--- src/rtl/pipe_pkg.sv ---
// Shared types and constants for the pipeline hazard / MDU scheduling logic.
package pipe_pkg;

  localparam logic [1:0] TUSE_NONE      = 2'd3;
  localparam int         MULT_CYCLES_DEF = 5;
  localparam int         DIV_CYCLES_DEF  = 10;

  typedef enum logic {
    MDU_IDLE = 1'b0,
    MDU_BUSY = 1'b1
  } mdu_state_e;

  // Busy down-counter width: wide enough for the longer op, never below 4 bits.
  function automatic int mdu_cnt_width(input int mult_cycles, input int div_cycles);
    int longest;
    int width;
    longest = (mult_cycles > div_cycles) ? mult_cycles : div_cycles;
    width   = $clog2(longest + 1);
    return (width < 4) ? 4 : width;
  endfunction

endpackage

--- src/rtl/pipe_stall_ctrl_if.sv ---
// D/E/M-stage hazard inputs and stall/flush outputs of pipe_stall_ctrl.
// master = pipeline datapath side, slave = the stall controller.
interface pipe_stall_ctrl_if;

  logic [4:0]  a1_d;
  logic [4:0]  a2_d;
  logic [1:0]  tuse_rs_d;
  logic [1:0]  tuse_rt_d;
  logic [4:0]  a3_e;
  logic [4:0]  a3_m;
  logic [1:0]  tnew_e;
  logic [1:0]  tnew_m;
  logic        regwrite_e;
  logic        regwrite_m;
  logic        md_use_d;
  logic        md_start_e;
  logic        md_div_e;
  logic        stall;
  logic        flush_e;
  logic        md_busy;
  logic [31:0] stall_cnt;

  modport master (
    output a1_d, a2_d, tuse_rs_d, tuse_rt_d, a3_e, a3_m, tnew_e, tnew_m,
           regwrite_e, regwrite_m, md_use_d, md_start_e, md_div_e,
    input  stall, flush_e, md_busy, stall_cnt
  );

  modport slave (
    input  a1_d, a2_d, tuse_rs_d, tuse_rt_d, a3_e, a3_m, tnew_e, tnew_m,
           regwrite_e, regwrite_m, md_use_d, md_start_e, md_div_e,
    output stall, flush_e, md_busy, stall_cnt
  );

endinterface

--- src/rtl/pipe_stall_ctrl_mdu_sched.sv ---
// mdu_sched: busy-window FSM for the multi-cycle HI/LO unit.
// md_busy covers the issue cycle plus N following cycles.
module mdu_sched
  import pipe_pkg::*;
#(
  parameter int MULT_CYCLES = MULT_CYCLES_DEF,
  parameter int DIV_CYCLES  = DIV_CYCLES_DEF
) (
  input  logic clk,
  input  logic reset,
  input  logic md_start_e,
  input  logic md_div_e,
  output logic md_busy
);

  localparam int CW = mdu_cnt_width(MULT_CYCLES, DIV_CYCLES);

  mdu_state_e      r_state;
  mdu_state_e      w_state_next;
  logic [CW-1:0]   r_cnt;
  logic [CW-1:0]   w_cnt_next;
  logic [CW-1:0]   w_load_cnt;

  assign w_load_cnt = md_div_e ? CW'(DIV_CYCLES) : CW'(MULT_CYCLES);

  always_ff @(posedge clk or negedge reset) begin
    if (!reset) begin
      r_state <= MDU_IDLE;
      r_cnt   <= '0;
    end else begin
      r_state <= w_state_next;
      r_cnt   <= w_cnt_next;
    end
  end

  always_comb begin
    w_state_next = r_state;
    w_cnt_next   = r_cnt;
    case (r_state)
      MDU_IDLE: begin
        if (md_start_e) begin
          w_state_next = MDU_BUSY;
          w_cnt_next   = w_load_cnt;
        end
      end
      MDU_BUSY: begin
        // A fresh issue while busy restarts the window for the new op.
        if (md_start_e) begin
          w_cnt_next = w_load_cnt;
        end else if (r_cnt == CW'(1)) begin
          w_state_next = MDU_IDLE;
          w_cnt_next   = '0;
        end else begin
          w_cnt_next = r_cnt - CW'(1);
        end
      end
      default: begin
        w_state_next = MDU_IDLE;
        w_cnt_next   = '0;
      end
    endcase
  end

  assign md_busy = reset & (md_start_e | (r_state == MDU_BUSY));

endmodule

--- src/rtl/pipe_stall_ctrl.sv ---
// Tuse/Tnew hazard detector and HI/LO busy stall for the 5-stage pipeline.
// Optional STALL_CNT_EN build adds a saturating stall-cycle counter.
module pipe_stall_ctrl
  import pipe_pkg::*;
#(
  parameter int MULT_CYCLES = MULT_CYCLES_DEF,
  parameter int DIV_CYCLES  = DIV_CYCLES_DEF
) (
  input  logic              clk,
  input  logic              reset,
  pipe_stall_ctrl_if.slave  bus
);

  logic [4:0] w_src_a    [2];
  logic [1:0] w_src_tuse [2];
  logic [1:0] w_hit;
  logic       w_md_busy;
  logic       w_stall;

  assign w_src_a[0]    = bus.a1_d;
  assign w_src_a[1]    = bus.a2_d;
  assign w_src_tuse[0] = bus.tuse_rs_d;
  assign w_src_tuse[1] = bus.tuse_rt_d;

  // A producer hazards only if its result arrives later than the consumer needs it.
  for (genvar gi = 0; gi < 2; gi++) begin : g_src
    logic w_e_hit;
    logic w_m_hit;
    assign w_e_hit = bus.regwrite_e && (bus.a3_e == w_src_a[gi]) &&
                     (bus.tnew_e > w_src_tuse[gi]);
    assign w_m_hit = bus.regwrite_m && (bus.a3_m == w_src_a[gi]) &&
                     (bus.tnew_m > w_src_tuse[gi]);
    assign w_hit[gi] = (w_src_a[gi] != 5'd0) && (w_src_tuse[gi] != TUSE_NONE) &&
                       (w_e_hit || w_m_hit);
  end

  mdu_sched #(
    .MULT_CYCLES (MULT_CYCLES),
    .DIV_CYCLES  (DIV_CYCLES)
  ) u_mdu_sched (
    .clk        (clk),
    .reset      (reset),
    .md_start_e (bus.md_start_e),
    .md_div_e   (bus.md_div_e),
    .md_busy    (w_md_busy)
  );

  assign w_stall     = reset & ((|w_hit) | (bus.md_use_d & w_md_busy));
  assign bus.stall   = w_stall;
  assign bus.flush_e = w_stall;
  assign bus.md_busy = w_md_busy;

`ifdef STALL_CNT_EN
  logic [31:0] r_stall_cnt;

  always_ff @(posedge clk or negedge reset) begin
    if (!reset) begin
      r_stall_cnt <= '0;
    end else if (w_stall && (r_stall_cnt != 32'hFFFF_FFFF)) begin
      r_stall_cnt <= r_stall_cnt + 32'd1;
    end
  end

  assign bus.stall_cnt = r_stall_cnt;
`else
  assign bus.stall_cnt = 32'd0;
`endif

endmodule

--- src/flat_wrapper.sv ---
// flat-port wrapper written by rule: the top's interface ports become plain ports
module pipe_stall_ctrl_flat import pipe_pkg::*;
#(
  parameter int MULT_CYCLES = MULT_CYCLES_DEF,
  parameter int DIV_CYCLES  = DIV_CYCLES_DEF
)
  (clk, reset, bus_a1_d, bus_a2_d, bus_tuse_rs_d, bus_tuse_rt_d, bus_a3_e, bus_a3_m, bus_tnew_e, bus_tnew_m, bus_regwrite_e, bus_regwrite_m, bus_md_use_d, bus_md_start_e, bus_md_div_e, bus_stall, bus_flush_e, bus_md_busy, bus_stall_cnt);
  pipe_stall_ctrl_if bus_i ();
  input  logic clk;
  input  logic reset;
  input wire logic [$bits(bus_i.a1_d)-1:0] bus_a1_d;
  input wire logic [$bits(bus_i.a2_d)-1:0] bus_a2_d;
  input wire logic [$bits(bus_i.tuse_rs_d)-1:0] bus_tuse_rs_d;
  input wire logic [$bits(bus_i.tuse_rt_d)-1:0] bus_tuse_rt_d;
  input wire logic [$bits(bus_i.a3_e)-1:0] bus_a3_e;
  input wire logic [$bits(bus_i.a3_m)-1:0] bus_a3_m;
  input wire logic [$bits(bus_i.tnew_e)-1:0] bus_tnew_e;
  input wire logic [$bits(bus_i.tnew_m)-1:0] bus_tnew_m;
  input wire logic [$bits(bus_i.regwrite_e)-1:0] bus_regwrite_e;
  input wire logic [$bits(bus_i.regwrite_m)-1:0] bus_regwrite_m;
  input wire logic [$bits(bus_i.md_use_d)-1:0] bus_md_use_d;
  input wire logic [$bits(bus_i.md_start_e)-1:0] bus_md_start_e;
  input wire logic [$bits(bus_i.md_div_e)-1:0] bus_md_div_e;
  output wire logic [$bits(bus_i.stall)-1:0] bus_stall;
  output wire logic [$bits(bus_i.flush_e)-1:0] bus_flush_e;
  output wire logic [$bits(bus_i.md_busy)-1:0] bus_md_busy;
  output wire logic [$bits(bus_i.stall_cnt)-1:0] bus_stall_cnt;
  assign bus_i.a1_d = bus_a1_d;
  assign bus_i.a2_d = bus_a2_d;
  assign bus_i.tuse_rs_d = bus_tuse_rs_d;
  assign bus_i.tuse_rt_d = bus_tuse_rt_d;
  assign bus_i.a3_e = bus_a3_e;
  assign bus_i.a3_m = bus_a3_m;
  assign bus_i.tnew_e = bus_tnew_e;
  assign bus_i.tnew_m = bus_tnew_m;
  assign bus_i.regwrite_e = bus_regwrite_e;
  assign bus_i.regwrite_m = bus_regwrite_m;
  assign bus_i.md_use_d = bus_md_use_d;
  assign bus_i.md_start_e = bus_md_start_e;
  assign bus_i.md_div_e = bus_md_div_e;
  assign bus_stall = bus_i.stall;
  assign bus_flush_e = bus_i.flush_e;
  assign bus_md_busy = bus_i.md_busy;
  assign bus_stall_cnt = bus_i.stall_cnt;
  pipe_stall_ctrl #(.MULT_CYCLES(MULT_CYCLES), .DIV_CYCLES(DIV_CYCLES)) u_core (.clk(clk), .reset(reset), .bus(bus_i));
endmodule
--- config.mk ---
export PLATFORM = sky130hd
export DESIGN_NAME = pipe_stall_ctrl_flat
export DESIGN_NICKNAME = d
export VERILOG_FILES = /design/src/rtl/pipe_pkg.sv /design/src/rtl/pipe_stall_ctrl_if.sv /design/src/rtl/pipe_stall_ctrl_mdu_sched.sv /design/src/rtl/pipe_stall_ctrl.sv /design/src/flat_wrapper.sv
export SDC_FILE = /design/constraint.sdc
export NUM_CORES = 1
export LEC_CHECK = 0
export ABC_CLOCK_PERIOD_IN_PS = 4700
export CORE_MARGIN = 4
export CORE_UTILIZATION = 55
export DETAILED_ROUTE_END_ITERATION = 7
export DONT_BUFFER_PORTS = 1
export PLACE_DENSITY = 0.82
export SYNTH_ARGS = -nofsm -noshare
export SYNTH_HDL_FRONTEND = slang
export SYNTH_SLANG_ARGS = --single-unit
--- constraint.sdc ---
create_clock -name clk -period 4.7 [get_ports clk]
set_input_delay 0.94 -clock clk [delete_from_list [all_inputs] [get_ports clk]]
set_output_delay 0.94 -clock clk [all_outputs]
set_load 0.05 [all_outputs]
==> reports/metrics.csv, run 1 <==
metric,value,unit
clock tree root driver cell,clkbuf_4,
Mapped Area,992,um^2
Post-CTS Setup Inserts,0,
CP Capture Type,output port,
most frequent cells in the layout,"conb_1 (32), xnor2_1 (14), inv_1 (11), ha_1 (10), a21oi_1 (9)",
CTS Buf Count,3,
RSZ-0062 raised after global routing,false,
Worst Path Required,3.76,ns
CP max stage delay,0.31,ns
"area leader, netlist",buf_4,
final WL,1980,um
Top Ports,70,
Max Slew Vio Count,0,
Routed Antenna Nets,0,
initial DRC count,14,
final worst path period share,0.751,
Initial Utilization,0.575,
Synth top area share,0.250,
Setup crit start kind,primary input,
GRT Util Overall,0.159,
Worst-Skew Late Latency,0.24,ns
first-pass GRT wire length,3150,um
measured slew at the worst slew-check pin,0.514,ns
worst-path cell chain,inv_1 > ha_1 > a21boi_0 > nand4_1 > nor4_1 > a41oi_1 > o211ai_1 > buf_4 > buf_6,
"most common cell after layout, fill and taps aside",conb_1,
"top cells by area, synth","buf_4 (25%), dfrtp_1 (13%), ha_1 (13%)",
vias post-DR,761,
Die Y,50.5,um
Final #Nets,178,
CTS Hold Buffers Added,0,
Clock Skews,0.00124,ns
Synth warnings,0,
Final Setup Violations,0,
outcome,completed,
Post-Synth XOR/XNOR Area,0.185,
row count,15,
Syn Inst Count,128,
Yosys reg bits,5,
Num Clock Sinks,5,
DRC Markers,0,
Leakage,0.446,nW
Final TNS setup,0,ns
arrival time at the worst endpoint,2.59,ns
register area,125,um^2
Core Area,0.00173,mm^2
hold_ws,0.390,ns
Adder-Cell Fraction of Synth Area,0.126,
Layout Area Growth over Synthesis,-5.55,%
# port buffers,0,
GRT overflow,0,
drt first pass iters,4,
clk buf depth,2,
initial antenna violation count,0,
post-CTS sizing,0,
largest net degree at the start of global routing,9,
wire per inst,12.6,um
Crit Path Class,primary input to output port,
H-tree Lvls,1,
GPL Wtd Cong,0.827,
HPWL Detailed,1800,um
Fill cells,180,
die area,0.00255,mm^2
critical-path maximum fanout,2,
vias per cell,4.85,
multiplexer area fraction after synthesis,0,
f_max,0.283,GHz
width of the die,50.5,um
peak supply drop,0.137,mV
mean post-synth cell area,7.75,um^2
relative slew slack,0.658,
crit path max-delay cell type,nor4_1,
Clock transition at path regs,0.04,ns
Ant. Diodes,0,
PwrDens,238,mW/mm^2
Worst Hold Class,primary input to async pin,
max cap viols,0,
post-synthesis sequential area ratio,0.126,
multi-input logic area,691,um^2
vias in the first global route,800,
Final Hold Viols,0,
Tmin final,3.53,ns
complex-gate fraction of the synthesized area,0.119,
layout cells sized above 1,0.0606,
CTS tree,done,
post-synth cell types,26,
main combinational cell family by area after synthesis,buffers and inverters,
Synth Area in Simple Gates,0.145,
registers in the layout (all words and copies together), names as in the netlist:
| name | cells |
|---|---|
| u_core.u_mdu_sched.r_cnt | 4 |
| u_core.u_mdu_sched.r_state | 1 |
cell families (layout without fill, tap and decap cells):
logic type,count (synthesis),count (layout)
buf+inv,45,18
fa+ha+maj,10,10
xor+xnor,21,21
simple gates,27,27
other cells,1,32
compound gates,19,19
flops,5,5
final cells by class:
| class | count | area share |
|---|---|---|
| tap | 25 | 0.0334 |
| multi-input combinational | 109 | 0.737 |
| sequential | 5 | 0.134 |
| timing repair buffer | 2 | 0.0200 |
| inverter | 12 | 0.0481 |
| clock buffer | 4 | 0.0280 |
stage by stage:
stage	instances	cell area [um^2]	setup WS, ns	util	total power [W]
5_1_grt	157	937	1.02	0.543	0.000240
2_1_floorplan	159	1110	0.742	-	0.000182
3_5_place_dp	153	911	1.17	0.528	0.000173
4_1_cts	157	937	1.18	0.543	0.000224
3_3_place_gp	153	911	1.24	0.528	0.000169
6_report	157	937	1.17	0.543	0.000223
layer usage:
metal	track usage	wire length [um]	up-vias
met2	0.291	982	52
met5	0	0	-
met3	0.0386	250	2
met1	0.177	733	336
li1	-	-	371
met4	0.0538	10	0
power breakdown:
| part | internal (W) | total [W] | leakage [nW] | switching (W) |
|---|---|---|---|---|
| registers | 0.0000486 | 0.0000548 | 0.0543 | 0.00000613 |
| clock network | 0.0000321 | 0.0000504 | 0.0150 | 0.0000183 |
| logic | 0.0000300 | 0.000118 | 0.377 | 0.0000883 |
final timing paths:
path                                                    startpoint                                       to  slack, ns  cells after the start
max                                               bus_tuse_rt_d[1]                                bus_stall       1.17                      9
max in group asynchronous                                    reset  u_core.u_mdu_sched.r_cnt[2]$_DFFE_PN0N_       4.24                      0
min reg2reg                u_core.u_mdu_sched.r_cnt[3]$_DFFE_PN0N_  u_core.u_mdu_sched.r_cnt[3]$_DFFE_PN0N_       0.63                      2
min in group clk           u_core.u_mdu_sched.r_cnt[3]$_DFFE_PN0N_  u_core.u_mdu_sched.r_cnt[3]$_DFFE_PN0N_       0.63                      2
max reg2reg                   u_core.u_mdu_sched.r_state$_DFF_PN0_  u_core.u_mdu_sched.r_cnt[3]$_DFFE_PN0N_       3.33                      5
min                                                          reset     u_core.u_mdu_sched.r_state$_DFF_PN0_       0.39                      0
cell usage after synthesis:
library cell,instances
a41oi_1,1
nor3_1,3
inv_1,11
nor2_1,3
nand2_1,8
conb_1,1
a21oi_1,9
inv_2,1
o21a_1,1
nand4_1,2
o2111ai_1,1
nor3_2,1
buf_4,33
a211oi_1,1
or4_4,1
a21boi_0,2
xnor2_1,14
o21ai_0,2
ha_1,10
or4_1,1
nor2b_1,2
xor2_1,7
dfrtp_1,5
o211ai_1,2
nor4_1,3
nand3_1,3
worst max-delay path: cells and delay by family:
family / cells / cell delay (ns)
compound gates: 3 / 0.48
buf+inv: 3 / 0.46
simple gates: 2 / 0.43
fa+ha+maj: 1 / 0.28
Power figures use the tool's default switching activity.
==> inputs of run 2 (changes only) <==
ABC_CLOCK_PERIOD_IN_PS = 3600   (was 4700)
clock period = 3.6 ns   (was 4.7 ns; I/O delays follow)
==> run 2 against run 1 <==
Worst setup slack worse by 0.53 ns. Sequential cell count unchanged. Routed wire length down 0.56%. Combinational power up 31%. Clock-buffer cell count unchanged. Non-clock buffer count unchanged.
==> reports/metrics.csv, run 2 (synthesis results as in run 1) <==
metric,value,unit
CTS Hold Buffers Added,0,
largest net degree at the start of global routing,9,
Tmin final,2.96,ns
Num Clock Sinks,5,
Ant. Diodes,0,
Crit path max-delay family,compound AO/OA/AOI/OAI gates,
vias in the first global route,829,
Crit Path Class,primary input to output port,
Top Ports,70,
Die Y,50.5,um
die area,0.00255,mm^2
Core Area,0.00173,mm^2
layout cells sized above 1,0.0606,
Worst Hold Class,primary input to async pin,
placed cells,153,
Worst-Skew Late Latency,0.24,ns
CP max stage delay,0.29,ns
Initial Utilization,0.575,
Final #Nets,178,
clk buf depth,2,
hold_ws,0.173,ns
Post-CTS Setup Inserts,0,
post-CTS sizing,0,
GRT Util Overall,0.156,
GPL Wtd Cong,0.826,
first-pass GRT wire length,3190,um
arrival time at the worst endpoint,2.24,ns
Max Slew Vio Count,0,
DRC Markers,0,
CTS tree,done,
Worst Path Required,2.88,ns
# port buffers,0,
RSZ-0062 raised after global routing,false,
Clock transition at path regs,0.05,ns
row count,15,
CP bufs+invs,2,
width of the die,50.5,um
max reg flops,4,
vias post-DR,746,
max cap viols,0,
critical-path maximum fanout,2,
wire per inst,12.5,um
largest register by flop count,u_core.u_mdu_sched.r_cnt,
"non-filler cells, final",157,
Leakage,0.446,nW
outcome,completed,
initial antenna violation count,0,
measured slew at the worst slew-check pin,0.513,ns
top flop regs,"u_core.u_mdu_sched.r_cnt: 4 flops, u_core.u_mdu_sched.r_state: 1 flops",
Setup crit start kind,primary input,
Clock Skews,0.00292,ns
PwrDens,310,mW/mm^2
Final Hold Viols,0,
Routed Antenna Nets,0,
CTS Buf Count,3,
Final Setup Violations,0,
HPWL Detailed,1810,um
crit path max-delay cell type,nor4_1,
worst-path cell chain,inv_1 > ha_1 > a21boi_0 > nand4_1 > nor4_1 > a41oi_1 > o211ai_1 > buf_4,
dpl ws,0.639,ns
Layout Area Growth over Synthesis,-5.55,%
Final WS setup,0.641,ns
initial DRC count,5,
peak supply drop,0.203,mV
Fill cells,182,
clock tree root driver cell,clkbuf_4,
final worst path period share,0.822,
relative slew slack,0.658,
GRT overflow,0,
Final TNS setup,0,ns
"most common cell after layout, fill and taps aside",conb_1,
H-tree Lvls,1,
f_max,0.338,GHz
most frequent cells in the layout,"conb_1 (32), xnor2_1 (14), inv_1 (11), ha_1 (10), a21oi_1 (9)",
CP Capture Type,output port,
final WL,1970,um
vias per cell,4.75,
drt first pass iters,2,
-- run 2: cell counts in the layout (fill, tap and decap cells not counted) --
No cell type changed its count.
-- run 2: cell type report --
cell class	instances	area (um^2)	area share
Multi-Input combinational cell	109	691	0.737
Timing Repair Buffer	2	18.8	0.0200
Clock buffer	4	26.3	0.0280
Tap cell	25	31.3	0.0334
Sequential cell	5	125	0.134
Inverter	12	45.0	0.0481
-- run 2: where the power goes --
part / total, W / internal [W] / switching (W)
Clock: 0.0000656 / 0.0000419 / 0.0000236
Combinational: 0.000154 / 0.0000390 / 0.000115
Sequential: 0.0000716 / 0.0000635 / 0.00000809
-- run 2: worst paths after layout --
check                                                   startpoint                                 endpoint  slack [ns]  cells past startpoint
max                                               bus_tuse_rt_d[1]                              bus_flush_e        0.64                      8
min                                                          reset  u_core.u_mdu_sched.r_cnt[2]$_DFFE_PN0N_        0.17                      0
max reg2reg                   u_core.u_mdu_sched.r_state$_DFF_PN0_  u_core.u_mdu_sched.r_cnt[3]$_DFFE_PN0N_        2.21                      5
min reg2reg                u_core.u_mdu_sched.r_cnt[2]$_DFFE_PN0N_  u_core.u_mdu_sched.r_cnt[2]$_DFFE_PN0N_        0.63                      2
max in group asynchronous                                    reset  u_core.u_mdu_sched.r_cnt[3]$_DFFE_PN0N_        3.36                      0
min in group clk                                    bus_md_start_e  u_core.u_mdu_sched.r_cnt[2]$_DFFE_PN0N_        0.56                      1
-- run 2: metal layers --
layer,share of wire,vias up,GRT usage,routed length [um]
met3,0.13,0,0.0445,251
met2,0.48,46,0.280,945
met4,0,0,0.0538,0
met5,0,-,0,0
met1,0.39,327,0.173,768
li1,-,373,-,-
-- run 2: stage by stage --
step | util | area [um^2] | power [W]
2_1_floorplan | - | 1110 | 0.000237
3_3_place_gp | 0.528 | 911 | 0.000221
3_5_place_dp | 0.528 | 911 | 0.000225
4_1_cts | 0.543 | 937 | 0.000291
5_1_grt | 0.543 | 937 | 0.000311
6_report | 0.543 | 937 | 0.000291
